$ cat src/rtl/rf_pkg.sv
// rf_pkg: shared constants for the integer register-file write-back path.
//   RF_ADDR_W / RF_DATA_W : register address and data widths
//   RF_WB_N               : number of write-back requesters
//   WB_ALU/WB_LSU/WB_MISC : requester indices on the arbiter's req vector
//   rr_ptr_w()            : width of a round-robin pointer for n requesters
package rf_pkg;

  localparam int RF_ADDR_W = 5;
  localparam int RF_DATA_W = 32;
  localparam int RF_WB_N   = 3;

  localparam int WB_ALU  = 0;
  localparam int WB_LSU  = 1;
  localparam int WB_MISC = 2;

  function automatic int rr_ptr_w(input int n);
    return (n > 1) ? $clog2(n) : 1;
  endfunction

endpackage

$ cat src/rtl/rr_arbiter.sv
// rr_arbiter: N-way round-robin grant, purely combinational.
// Ports:
//   i_req        [N]  request vector
//   i_rr_ptr     [PW] index with highest priority this cycle
//   o_grant      [N]  one-hot grant (zero when no request)
//   o_grant_idx  [PW] index of the granted requester
//   o_grant_vld  [1]  any request granted
module rr_arbiter
  import rf_pkg::*;
#(
  parameter int N  = RF_WB_N,
  parameter int PW = rr_ptr_w(N)
) (
  input  logic [N-1:0]  i_req,
  input  logic [PW-1:0] i_rr_ptr,
  output logic [N-1:0]  o_grant,
  output logic [PW-1:0] o_grant_idx,
  output logic          o_grant_vld
);

  int w_cand;

  // Scan upward from the pointer, wrapping modulo N; first hit wins.
  always_comb begin
    o_grant     = '0;
    o_grant_idx = '0;
    o_grant_vld = 1'b0;
    w_cand      = 0;
    for (int k = 0; k < N; k++) begin
      w_cand = int'(i_rr_ptr) + k;
      if (w_cand >= N) w_cand = w_cand - N;
      if (!o_grant_vld && i_req[w_cand]) begin
        o_grant[w_cand] = 1'b1;
        o_grant_idx     = PW'(w_cand);
        o_grant_vld     = 1'b1;
      end
    end
  end

endmodule

$ cat src/rtl/rf_wb_arbiter.sv
// rf_wb_arbiter: shares the register file's single write port between N
// write-back sources with round-robin arbitration, and optionally keeps a
// busy scoreboard of in-flight destination registers for RAW stalls.
// Build option: define RF_WB_SCOREBOARD_EN to build the scoreboard; without
// it busy_A/busy_B are tied low and rsv_*/q_addr_* are ignored.
// Ports:
//   clk, n_reset           clock, asynchronous active-low reset
//   req/req_addr/req_data  per-requester request, address, data (packed)
//   ack                    one-hot combinational grant
//   wr_en/w_addr/w_data    registered register-file write port
//   rsv_en/rsv_addr        reserve a destination register
//   q_addr_A/q_addr_B      scoreboard query addresses
//   busy_A/busy_B          stored busy bits for the query addresses
module rf_wb_arbiter
  import rf_pkg::*;
#(
  parameter int N = RF_WB_N,
  parameter int W = RF_ADDR_W,
  parameter int B = RF_DATA_W
) (
  input  logic           clk,
  input  logic           n_reset,
  input  logic [N-1:0]   req,
  input  logic [N*W-1:0] req_addr,
  input  logic [N*B-1:0] req_data,
  output logic [N-1:0]   ack,
  output logic           wr_en,
  output logic [W-1:0]   w_addr,
  output logic [B-1:0]   w_data,
  input  logic           rsv_en,
  input  logic [W-1:0]   rsv_addr,
  input  logic [W-1:0]   q_addr_A,
  input  logic [W-1:0]   q_addr_B,
  output logic           busy_A,
  output logic           busy_B
);

  localparam int PW = rr_ptr_w(N);

  logic [PW-1:0] r_rr_ptr;
  logic [N-1:0]  w_grant;
  logic [PW-1:0] w_grant_idx;
  logic          w_grant_vld;
  logic [W-1:0]  w_sel_addr;
  logic [B-1:0]  w_sel_data;
  logic          r_wr_en;
  logic [W-1:0]  r_w_addr;
  logic [B-1:0]  r_w_data;

  rr_arbiter #(.N(N), .PW(PW)) u_rr (
    .i_req       (req),
    .i_rr_ptr    (r_rr_ptr),
    .o_grant     (w_grant),
    .o_grant_idx (w_grant_idx),
    .o_grant_vld (w_grant_vld)
  );

  // Grant is suppressed while reset is held so no requester retires a
  // transaction that the write port will never see.
  assign ack = w_grant & {N{n_reset}};

  // One-hot grant makes an AND-OR mux sufficient.
  always_comb begin
    w_sel_addr = '0;
    w_sel_data = '0;
    for (int i = 0; i < N; i++) begin
      w_sel_addr = w_sel_addr | ({W{w_grant[i]}} & req_addr[i*W +: W]);
      w_sel_data = w_sel_data | ({B{w_grant[i]}} & req_data[i*B +: B]);
    end
  end

  always_ff @(posedge clk or negedge n_reset) begin
    if (!n_reset) begin
      r_rr_ptr <= '0;
      r_wr_en  <= 1'b0;
      r_w_addr <= '0;
      r_w_data <= '0;
    end else if (w_grant_vld) begin
      r_rr_ptr <= (w_grant_idx == PW'(N-1)) ? '0 : w_grant_idx + PW'(1);
      // x0 writes are acked but never reach the file.
      r_wr_en  <= |w_sel_addr;
      r_w_addr <= w_sel_addr;
      r_w_data <= w_sel_data;
    end else begin
      r_wr_en  <= 1'b0;
    end
  end

  assign wr_en  = r_wr_en;
  assign w_addr = r_w_addr;
  assign w_data = r_w_data;

`ifdef RF_WB_SCOREBOARD_EN
  localparam int NREG = 1 << W;

  logic [NREG-1:0] r_busy;
  logic [NREG-1:0] w_busy_next;

  // Commit clears first so a same-cycle reserve of the same register wins.
  always_comb begin
    w_busy_next = r_busy;
    if (r_wr_en) w_busy_next[r_w_addr] = 1'b0;
    if (rsv_en)  w_busy_next[rsv_addr] = 1'b1;
    w_busy_next[0] = 1'b0;
  end

  always_ff @(posedge clk or negedge n_reset) begin
    if (!n_reset) r_busy <= '0;
    else          r_busy <= w_busy_next;
  end

  // Stored bits only: a commit in flight this cycle still reads busy.
  assign busy_A = r_busy[q_addr_A];
  assign busy_B = r_busy[q_addr_B];
`else
  logic w_unused_sb;
  assign w_unused_sb = ^{rsv_en, rsv_addr, q_addr_A, q_addr_B};
  assign busy_A = 1'b0;
  assign busy_B = 1'b0;
`endif

endmodule

$ cat config.mk
export PLATFORM = sky130hd
export DESIGN_NAME = rf_wb_arbiter
export DESIGN_NICKNAME = d
export VERILOG_FILES = /design/src/rtl/rf_pkg.sv /design/src/rtl/rr_arbiter.sv /design/src/rtl/rf_wb_arbiter.sv
export SDC_FILE = /design/constraint.sdc
export NUM_CORES = 1
export LEC_CHECK = 0
export BUFFER_PORTS_ARGS = -buffer_cell sky130_fd_sc_hd__buf_2
export CAP_MARGIN = 10
export CORE_MARGIN = 1.5
export CORE_UTILIZATION = 38
export CTS_BUF_LIST = sky130_fd_sc_hd__clkbuf_4 sky130_fd_sc_hd__clkbuf_8
export CTS_CLUSTER_SIZE = 10
export DETAILED_ROUTE_END_ITERATION = 12
export GPL_ROUTABILITY_DRIVEN = 0
export GPL_TIMING_DRIVEN = 0
export PLACE_DENSITY = 0.79
export SYNTH_ARGS = -nofsm -noshare
export SYNTH_HDL_FRONTEND = slang
export SYNTH_SLANG_ARGS = --single-unit
$ cat constraint.sdc
create_clock -name clk -period 2.3 [get_ports clk]
set_input_delay 0.115 -clock clk [delete_from_list [all_inputs] [get_ports clk]]
set_output_delay 0.115 -clock clk [all_outputs]
set_load 0.01 [all_outputs]
Word level (Yosys, flattened, before mapping) --
Index checks and enable logic that the tools add are counted.
Cells by class: $lt $le $gt $ge 9, equality and inequality tests 1, muxes and demuxes 29, bitwise gates (word level) 13, reductions and logical operators 8, add/sub/neg operators 6
Operator list (number):
- $and A32 B32 Y32 | 3
- $ge A32 B1 Y1 const B | 3
- $lt A32 B4 Y1 const B | 3
- $mux W32 | 3
- $ge A32 B3 Y1 const B | 2
- $or A32 B32 Y32 | 2
- $sub A32 B3 Y32 const B | 2
- $and A5 B5 Y5 | 3
- $mux W1 | 13
- $or A5 B5 Y5 | 2
- $mux W3 | 3
- $mux W2 | 4
- $bmux W1 S2 | 3
- $demux W1 S2 | 3
- $or A3 B3 Y3 | 2
- $logic_and A1 B1 Y1 | 5
- $reduce_or A5 Y1 | 1
- $add A2 B1 Y3 const B | 1
- $add A2 B2 Y3 const B | 1
- $and A3 B3 Y3 | 1
- $sub A2 B2 Y3 const B | 1
- $add A2 B1 Y2 const B | 1
- $eq A2 B2 Y1 const B | 1
- $ge A2 B2 Y1 const B | 1
- $logic_not A1 Y1 | 2
Storage, ports and cells: word-level logic and storage cells 70, input bits 132, flip-flop bits (word level) 40

Depth between registers and ports, before layout --
Gate-level depths: netlist of the first run.
word-level depth 17, gate-level depth with buffers 12, depth with buffers taken out 9

Hierarchy --
From an unflattened synthesis of the first run, not the netlist that was laid out.
Unflattened totals: cells, all modules 238, area total of the unflattened synthesis 2268.4 sq um
Modules (own cells, without submodules):
- rf_wb_arbiter | cells each 186, area an instance 1886.8 sq um, times used 1
- rr_arbiter | cells each 52, area an instance 381.6 sq um, times used 1

Worst setup path after synthesis of the first run --
OpenSTA, ideal clock, no wires.
kind reg2reg, start register r_rr_ptr[1], end register r_w_addr[1] (netlist: w_addr[1]), setup time 0.131 ns, buffers on the path 3, clock period less this slack 2.164 ns, stages on the path, launching flop included 11, data arrival time 2.033 ns, path slack 0.136 ns, cells stage by stage dfrtp_1 -> inv_1 -> ha_1 -> buf_6 -> mux2_4 -> a2bb2oi_4 -> a31oi_1 -> buf_6 -> buf_6 -> a222oi_1 -> nand2_1
On the way: cells in the longest elaborated chain, start to end 15, elaborated cells on any way between the ends 52, those cells by class add/sub: 5; order compare: 9; mux: 24; bitwise: 7; reduce/logical: 7
RTL lines:
- start, declared | line rf_wb_arbiter.sv:40 | logic [PW-1:0] r_rr_ptr;
- start signal, assigned | line rf_wb_arbiter.sv:79 | r_rr_ptr <= (w_grant_idx == PW'(N-1)) ? '0 : w_grant_idx + PW'(1);
- parallel branches: the longest is 15 deep, another holds $sub A32 B3 Y32
- end signal, assigned | line rf_wb_arbiter.sv:82 | r_w_addr <= w_sel_addr;
- end, declared | line rf_wb_arbiter.sv:47 | logic [W-1:0] r_w_addr;
Parallel ways; which one is timed is not known. The select of a mux whose other input is x is not followed. A chain may end at the register's enable or synchronous reset.

Worst setup path after layout of the first run --
start register r_rr_ptr[1], end output port ack[0]
On the way: cells in the longest elaborated chain, start to end 13, elaborated cells on any way between the ends 47, those cells by class add/sub: 5; order compare: 9; mux: 23; bitwise: 3; reduce/logical: 7
RTL lines:
- parallel branches: the longest is 11 deep, another holds $sub A32 B3 Y32
- $mux W3 (*) | line rr_arbiter.sv:32 | if (!o_grant_vld && i_req[w_cand]) begin
- $and A3 B3 Y3 (*) | line rf_wb_arbiter.sv:60 | assign ack = w_grant & {N{n_reset}};
- end, declared | line rf_wb_arbiter.sv:26 | output logic [N-1:0] ack,
Every way passes the cells marked *. The select of a mux whose other input is x is not followed.

==> results by group, run 1 <==
Global route
  • Global route overflow: 0
  • First-pass GRT wire length: 13200 um
  • Number of global-route vias before repair: 2746
  • Pin count of the biggest net entering global routing: 41
  • Initial antenna violation count: 0
  • GRT Total Usage: 0.262

Placement
  • Buffers on Ports: 156
  • Placed cell count: 504
  • HPWL after detailed placement: 5770 um

Run status
  • Violated checks: negative setup slack
  • Outcome: finished, violations left

Logic synthesis
  • Register area share after synthesis: 0.423
  • Post-Syn Area: 2360 sq um
  • Distinct cells, synth: 38
  • Synth Register Bits: 40
  • Post-synth EDFFs: 0
  • Mapped Cells: 272
  • Syn avg cell area: 8.69 sq um
  • Top FF cell, synth: dfrtp_1
  • Ys async rst share: 1.00
  • Yosys Warn Count: 0

Timing
  • Max Fclk: 402 MHz
  • Skew final: 0.00124 ns
  • Setup violators final: 37
  • Final count of pins violating max slew: 0
  • Min Tclk post-route: 2.49 ns
  • Unrepaired setup endpoints after global routing: true
  • Final Hold Vio Count: 0
  • Final Cycle Share: 1.08
  • Final worst slack: -0.190 ns

Finish
  • Layout Area Growth over Synthesis: 85.3%
  • Commonest non-fill, non-tap cells in the layout: buf_2, dfrtp_1, nand2_1
  • Commonest non-fill, non-tap cell in the layout: buf_2
  • Core Util, Final: 0.736
  • Antenna Cells: 0
  • Share of layout cells above drive strength 1: 0.629
  • NumNets Final: 610
  • Non-filler cells in the finished layout: 550

Detailed routing
  • DRT iter0 DRCs: 146
  • Drc violations: 0
  • Initial DRT Pass Iterations: 6
  • Final ANT Viol Nets: 0
  • Routed via count: 3084
  • Via density: 5.61
  • Post-DR wirelength/cell: 18.1 um
  • Routed wire length: 9970 um

Hold path
  • Hold Crit Class: in -> reg
  • Hold_sp: req_addr[3]

Power
  • Peak supply drop: 0.00119 V
  • PnR Total Power: 8780 uW
  • Pwr dens: 2000 nW/um^2
  • Leak: 0.00209 uW

Die
  • DIE AREA: 6710 sq um
  • Chip Height: 81.9 um
  • Starting Density: 0.397
  • Cell Rows: 28
  • Core Region: 5960 sq um
  • # IOs: 175
  • Die width: 81.9 um

Critical path
  • Req. time, crit path: 2.18 ns
  • WP data arrival: 2.37 ns
  • Worst Setup Start Kind: flip-flop
  • Reg2reg start: r_rr_ptr[1]
  • CP startpoint: r_rr_ptr[1]
  • WS Path Type: reg -> out
  • Element type at the critical path end: output port
  • Worst-path fanout max: 3

Flow run
  • MaxCap Viol Count: 0

Clock network
  • Reg clk slew, reported paths: 0.08 ns
  • CTS buffer count: 5
  • CTS Sinks: 40
  • CTS tree: done
  • Worst skew pair latency: 0.30 ns
  • Clock Path Buffers: 2
  • Root buffer cell: clkbuf_8
  • H-tree levels: 2
-- per-layer routing --
metal	part of all wire	up-vias	GRT usage
met2	0.51	185	0.469
met3	0.071	39	0.0522
met5	0	-	0
met1	0.38	1455	0.303
li1	-	1405	-
met4	0.036	0	0.103
-- synthesized netlist by cell type (3+ instances only) --
master | count | area share
a22oi_1 | 6 | 0.019
buf_2 | 11 | 0.023
a31oi_1 | 3 | 0.0079
dfrtp_1 | 40 | 0.42
inv_1 | 5 | 0.0079
and2_1 | 4 | 0.011
buf_6 | 4 | 0.019
a222oi_1 | 3 | 0.013
a221oi_1 | 33 | 0.12
o21ai_0 | 6 | 0.013
a21oi_1 | 36 | 0.076
buf_4 | 5 | 0.016
clkbuf_1 | 5 | 0.0079
ha_1 | 4 | 0.021
nor2_1 | 36 | 0.057
nand2_1 | 45 | 0.071
-- cell type report --
| cell class | count | area, sq um |
|---|---|---|
| multi-input cells | 203 | 1640 |
| inverters | 5 | 22.5 |
| fillers | 427 | 1570 |
| flip-flops and latches | 40 | 1000 |
| clock inverters | 3 | 90.1 |
| repair buffers | 197 | 1210 |
| well taps | 75 | 93.8 |
| clock buffers | 5 | 68.8 |
| plain buffers | 22 | 263 |
-- power breakdown --
group | switching (uW) | internal, uW
Sequential | 206 | 1120
Clock | 259 | 543
Combinational | 3340 | 3310
-- final timing paths --
path | endpoint | slack, ns | cells past startpoint
min reg2reg | w_addr[4] | 0.48 | 2
min in group asynchronous | w_data[0] | 0.43 | 3
max reg2reg | wr_en | -0.13 | 11
min | w_addr[3] | 0.04 | 3
max | ack[0] | -0.19 | 11
max in group asynchronous | w_data[4] | 1.67 | 3
-- worst max-delay path: stages, from the launching register on --
cell and delay (ns):
dfrtp_1 0.41, buf_6 0.13, ha_4 0.25, nor4bb_4 0.27
a31oi_1 0.08, o21ai_2 0.19, a22oi_2 0.12, a21oi_2 0.19
buf_6 0.13, buf_6 0.09, and2_4 0.13, buf_6 0.09
-- sequential cells by signal, summed over array words and instances (netlist names) --
| name | cells |
|---|---|
| wr_en | 1 |
| r_rr_ptr | 2 |
| w_addr | 5 |
| w_data | 32 |
-- metrics by stage --
stage          setup TNS, ns  setup WS (ns)  area [sq um]  hold WS (ns)
6_report               -2.02         -0.190          4380        0.0350
5_1_grt                -6.68         -0.327          4380        0.0391
4_1_cts               -0.871         -0.161          3970        0.0308
3_5_place_dp           -6.55         -0.273          3240         0.314
3_3_place_gp           -4.78         -0.240          3240         0.300
2_1_floorplan              0          0.136          2370        -0.181
-- kinds of logic after synthesis --
| group | count (synthesis) | share of synthesized area |
|---|---|---|
| simple gates | 97 | 0.174 |
| flops | 40 | 0.423 |
| buf+inv | 30 | 0.0741 |
| fa+ha+maj | 4 | 0.0212 |
| compound gates | 97 | 0.290 |
| other cells | 1 | 0.00159 |
| mux | 3 | 0.0164 |
-- repair_timing --
| item | in CTS | in global routing |
|---|---|---|
| resized for setup | 70 | 76 |
| hold buffers | 2 | 0 |
| pin swaps | 29 | 27 |
| hold endpoints to repair | 40 | 0 |
| cloned | 2 | 1 |
| endpoints found under the setup margin | 43 | 43 |
| setup buffers | 29 | 13 |
Note: power is estimated with default switching activity, not from simulation.
==> run 2, diff against run 1 <==
--- a/config.mk
+++ b/config.mk
@@ -8,13 +8,13 @@
 export BUFFER_PORTS_ARGS = -buffer_cell sky130_fd_sc_hd__buf_2
 export CAP_MARGIN = 10
 export CORE_MARGIN = 1.5
-export CORE_UTILIZATION = 38
+export CORE_UTILIZATION = 35
 export CTS_BUF_LIST = sky130_fd_sc_hd__clkbuf_4 sky130_fd_sc_hd__clkbuf_8
 export CTS_CLUSTER_SIZE = 10
 export DETAILED_ROUTE_END_ITERATION = 12
 export GPL_ROUTABILITY_DRIVEN = 0
 export GPL_TIMING_DRIVEN = 0
-export PLACE_DENSITY = 0.79
+export PLACE_DENSITY = 0.74
 export SYNTH_ARGS = -nofsm -noshare
 export SYNTH_HDL_FRONTEND = slang
 export SYNTH_SLANG_ARGS = --single-unit
==> results by group, run 2 (synthesis gave the netlist of run 1 again) <==
Run status
  • Outcome: finished, violations left
  • Violated checks: design-rule violations, negative hold slack, negative setup slack

Finish
  • Final non-filler cell area: 4170 sq um (-4.8%)
  • Non-filler cells in the finished layout: 547 (-0.55%)
  • Commonest non-fill, non-tap cells in the layout: buf_2, nand2_1, dfrtp_1
  • Layout Area Growth over Synthesis: 76.5%
  • Antenna Cells: 0 (unchanged)
  • Max FFs per register: 32 (unchanged)
  • Core Util, Final: 0.650 (-0.0860)
  • Commonest non-fill, non-tap cell in the layout: buf_2
  • Share of layout cells above drive strength 1: 0.600 (-0.0295)
  • NumNets Final: 605 (-0.82%)

Placement
  • HPWL after detailed placement: 5820 um (+0.81%)
  • Place WS: -0.241 ns (+0.0319 ns)
  • Dpl cell area: 3250 sq um (about the same)
  • Placed cell count: 506 (+0.40%)
  • Buffers on Ports: 156 (unchanged)

Global route
  • Number of global-route vias before repair: 2845 (+3.6%)
  • First-pass GRT wire length: 13500 um (+2.7%)
  • Initial antenna violation count: 0 (unchanged)
  • GRT Total Usage: 0.234 (-0.0279)
  • Global route overflow: 0 (unchanged)
  • Pin count of the biggest net entering global routing: 44 (+7.3%)

Power
  • PnR Total Power: 7850 uW (-11%)
  • Sw Ratio: 0.439 (+0.00556)
  • Power share of the sequential group: 0.168 (+0.017)
  • Leak: 0.00199 uW (-4.7%)
  • Peak supply drop: 0.000940 V (-21%)
  • Switching power: 3450 uW (-9.4%)
  • P_int: 4400 uW (-11%)
  • Comb power frac: 0.757 (about the same)
  • Pwr dens: 1880 nW/um^2 (-6.1%)
  • Clock Power Share: 0.075 (-0.016)

Clock network
  • Reg clk slew, reported paths: 0.08 ns (about the same)
  • CTS buffer count: 5 (unchanged)
  • CTS Sinks: 40 (unchanged)
  • Worst skew pair latency: 0.30 ns (about the same)
  • CTS tree: done
  • H-tree levels: 2 (unchanged)
  • Root buffer cell: clkbuf_8
  • Cts hold-fix bufs: 0 (-2)
  • Clock Path Buffers: 2 (unchanged)

Critical path
  • Worst Setup Start Kind: flip-flop
  • WP data arrival: 2.35 ns (-0.02 ns)
  • Reg2reg start: r_rr_ptr[1]
  • CP cell instances: inv_2 > ha_4 > nor4bb_1 > a31oi_1 > o21ai_2 > a22oi_2 > a21oi_2 > buf_6 > buf_8 > and2_4 > buf_6
  • Crit path max-delay family: compound AO/OA/AOI/OAI gates
  • Element type at the critical path end: output port
  • WS Path Type: reg -> out
  • Crit. path cell count: 11 (unchanged)
  • Worst reg-to-reg path cell count: 12 (+1)
  • Worst-path fanout max: 5 (+2)
  • Biggest cell delay along the critical path: 0.45 ns (+0.04 ns)
  • CP Buf/Inv Count: 4 (unchanged)
  • Req. time, crit path: 2.18 ns (about the same)
  • Worst path slowest cell: dfrtp_2
  • CP startpoint: r_rr_ptr[0]
  • Most used cell, CP: buf_6

Die
  • Die width: 85.2 um (+4.0%)
  • DIE AREA: 7260 sq um (+8.2%)
  • Core Region: 6420 sq um (+7.8%)
  • # IOs: 175 (unchanged)
  • Cell Rows: 29 (+3.6%)
  • Chip Height: 85.2 um (+4.0%)
  • Starting Density: 0.368 (-0.0289)

Timing
  • Max-slew headroom: 0.353
  • Final Hold Vio Count: 40 (+40)
  • Final worst slack: -0.170 ns (+0.0199 ns)
  • Min Tclk post-route: 2.47 ns (-0.0199 ns)
  • Skew final: 0.00500 ns (+0.00377 ns)
  • Setup violators final: 10 (-73%)
  • Max Fclk: 405 MHz (+0.80%)
  • Final Cycle Share: 1.07 (-0.00864)
  • Fin Hold WS: -0.0458 ns (-0.0808 ns)
  • Final count of pins violating max slew: 0 (unchanged)
  • Worst slew pin tran: 0.970 ns
  • Unrepaired setup endpoints after global routing: true

Detailed routing
  • Initial DRT Pass Iterations: 8 (+2)
  • Final ANT Viol Nets: 0 (unchanged)
  • Routed wire length: 8950 um (-10%)
  • Drc violations: 13 (+13)
  • Post-DR wirelength/cell: 16.4 um (-9.8%)
  • DRT iter0 DRCs: 145 (-0.68%)
  • Via density: 5.32 (-5.1%)
  • Routed via count: 2912 (-5.6%)

Hold path
  • Hold Crit Class: in -> async

Flow run
  • MaxCap Viol Count: 0 (unchanged)
==> run 2: cell types whose count changed in the layout (fill, tap and decap cells not counted), moves of 3 or more <==
cell and change:
buf_2 +4, buf_6 -4, a22oi_1 -3, a221oi_2 +4, buf_4 -4, nand2_4 -5, a21oi_2 -10, buf_8 +3
nand2_1 +7, a21oi_1 +10, a22oi_2 +3, buf_12 -3
==> run 2: path summary, 6_finish.rpt <==
path | endpoint | slack [ns]
max | ack[0] | -0.17
min | w_data[26] | -0.05
max reg2reg | w_addr[3] | -0.06
min reg2reg | w_addr[4] | 0.49
max in group asynchronous | r_rr_ptr[0] | 1.68
min in group clk | w_addr[3] | 0.04
==> run 2: per-stage QoR <==
stage                     setup TNS [ns]  hold WS (ns)
after floorplan                        0        -0.181
after global placement             -3.69         0.311
after detailed placement           -5.93         0.318
after CTS                          -1.40       0.00566
after global routing               -4.00        0.0329
final                             -0.673       -0.0458
==> run 2: area by class of cell <==
type / count / area (sq um)
Timing Repair Buffer: 191 / 1120
Clock buffer: 6 / 76.3
Sequential cell: 40 / 1000
Clock inverter: 2 / 35.0
Inverter: 5 / 18.8
Tap cell: 77 / 96.3
Buffer: 23 / 259
Multi-Input combinational cell: 203 / 1560
Fill cell: 553 / 2250
==> run 2: what timing repair did <==
item | in CTS | in global routing
setup endpoints to repair | 41 | 43
buffers inserted | 16 | 17
resized for setup | 61 | 55
pin swaps | 14 | 26
gates cloned | 0 | 2
==> run 2: power groups by stage <==
stage | clock (uW) | combinational (uW) | sequential (uW)
floorplan | 0 | 2530 | 1480
global placement | 0 | 3800 | 1300
detailed placement | 0 | 3910 | 1310
CTS | 599 | 4950 | 1300
global route | 639 | 6450 | 1360
finish | 592 | 5940 | 1320
==> run 2: routing by layer <==
metal / up-vias / part of all wire / track usage
met4: 0 / 0.014 / 0.0611
met2: 113 / 0.51 / 0.430
met3: 12 / 0.061 / 0.0409
met1: 1390 / 0.41 / 0.280
met5: - / 0 / 0
li1: 1397 / - / -
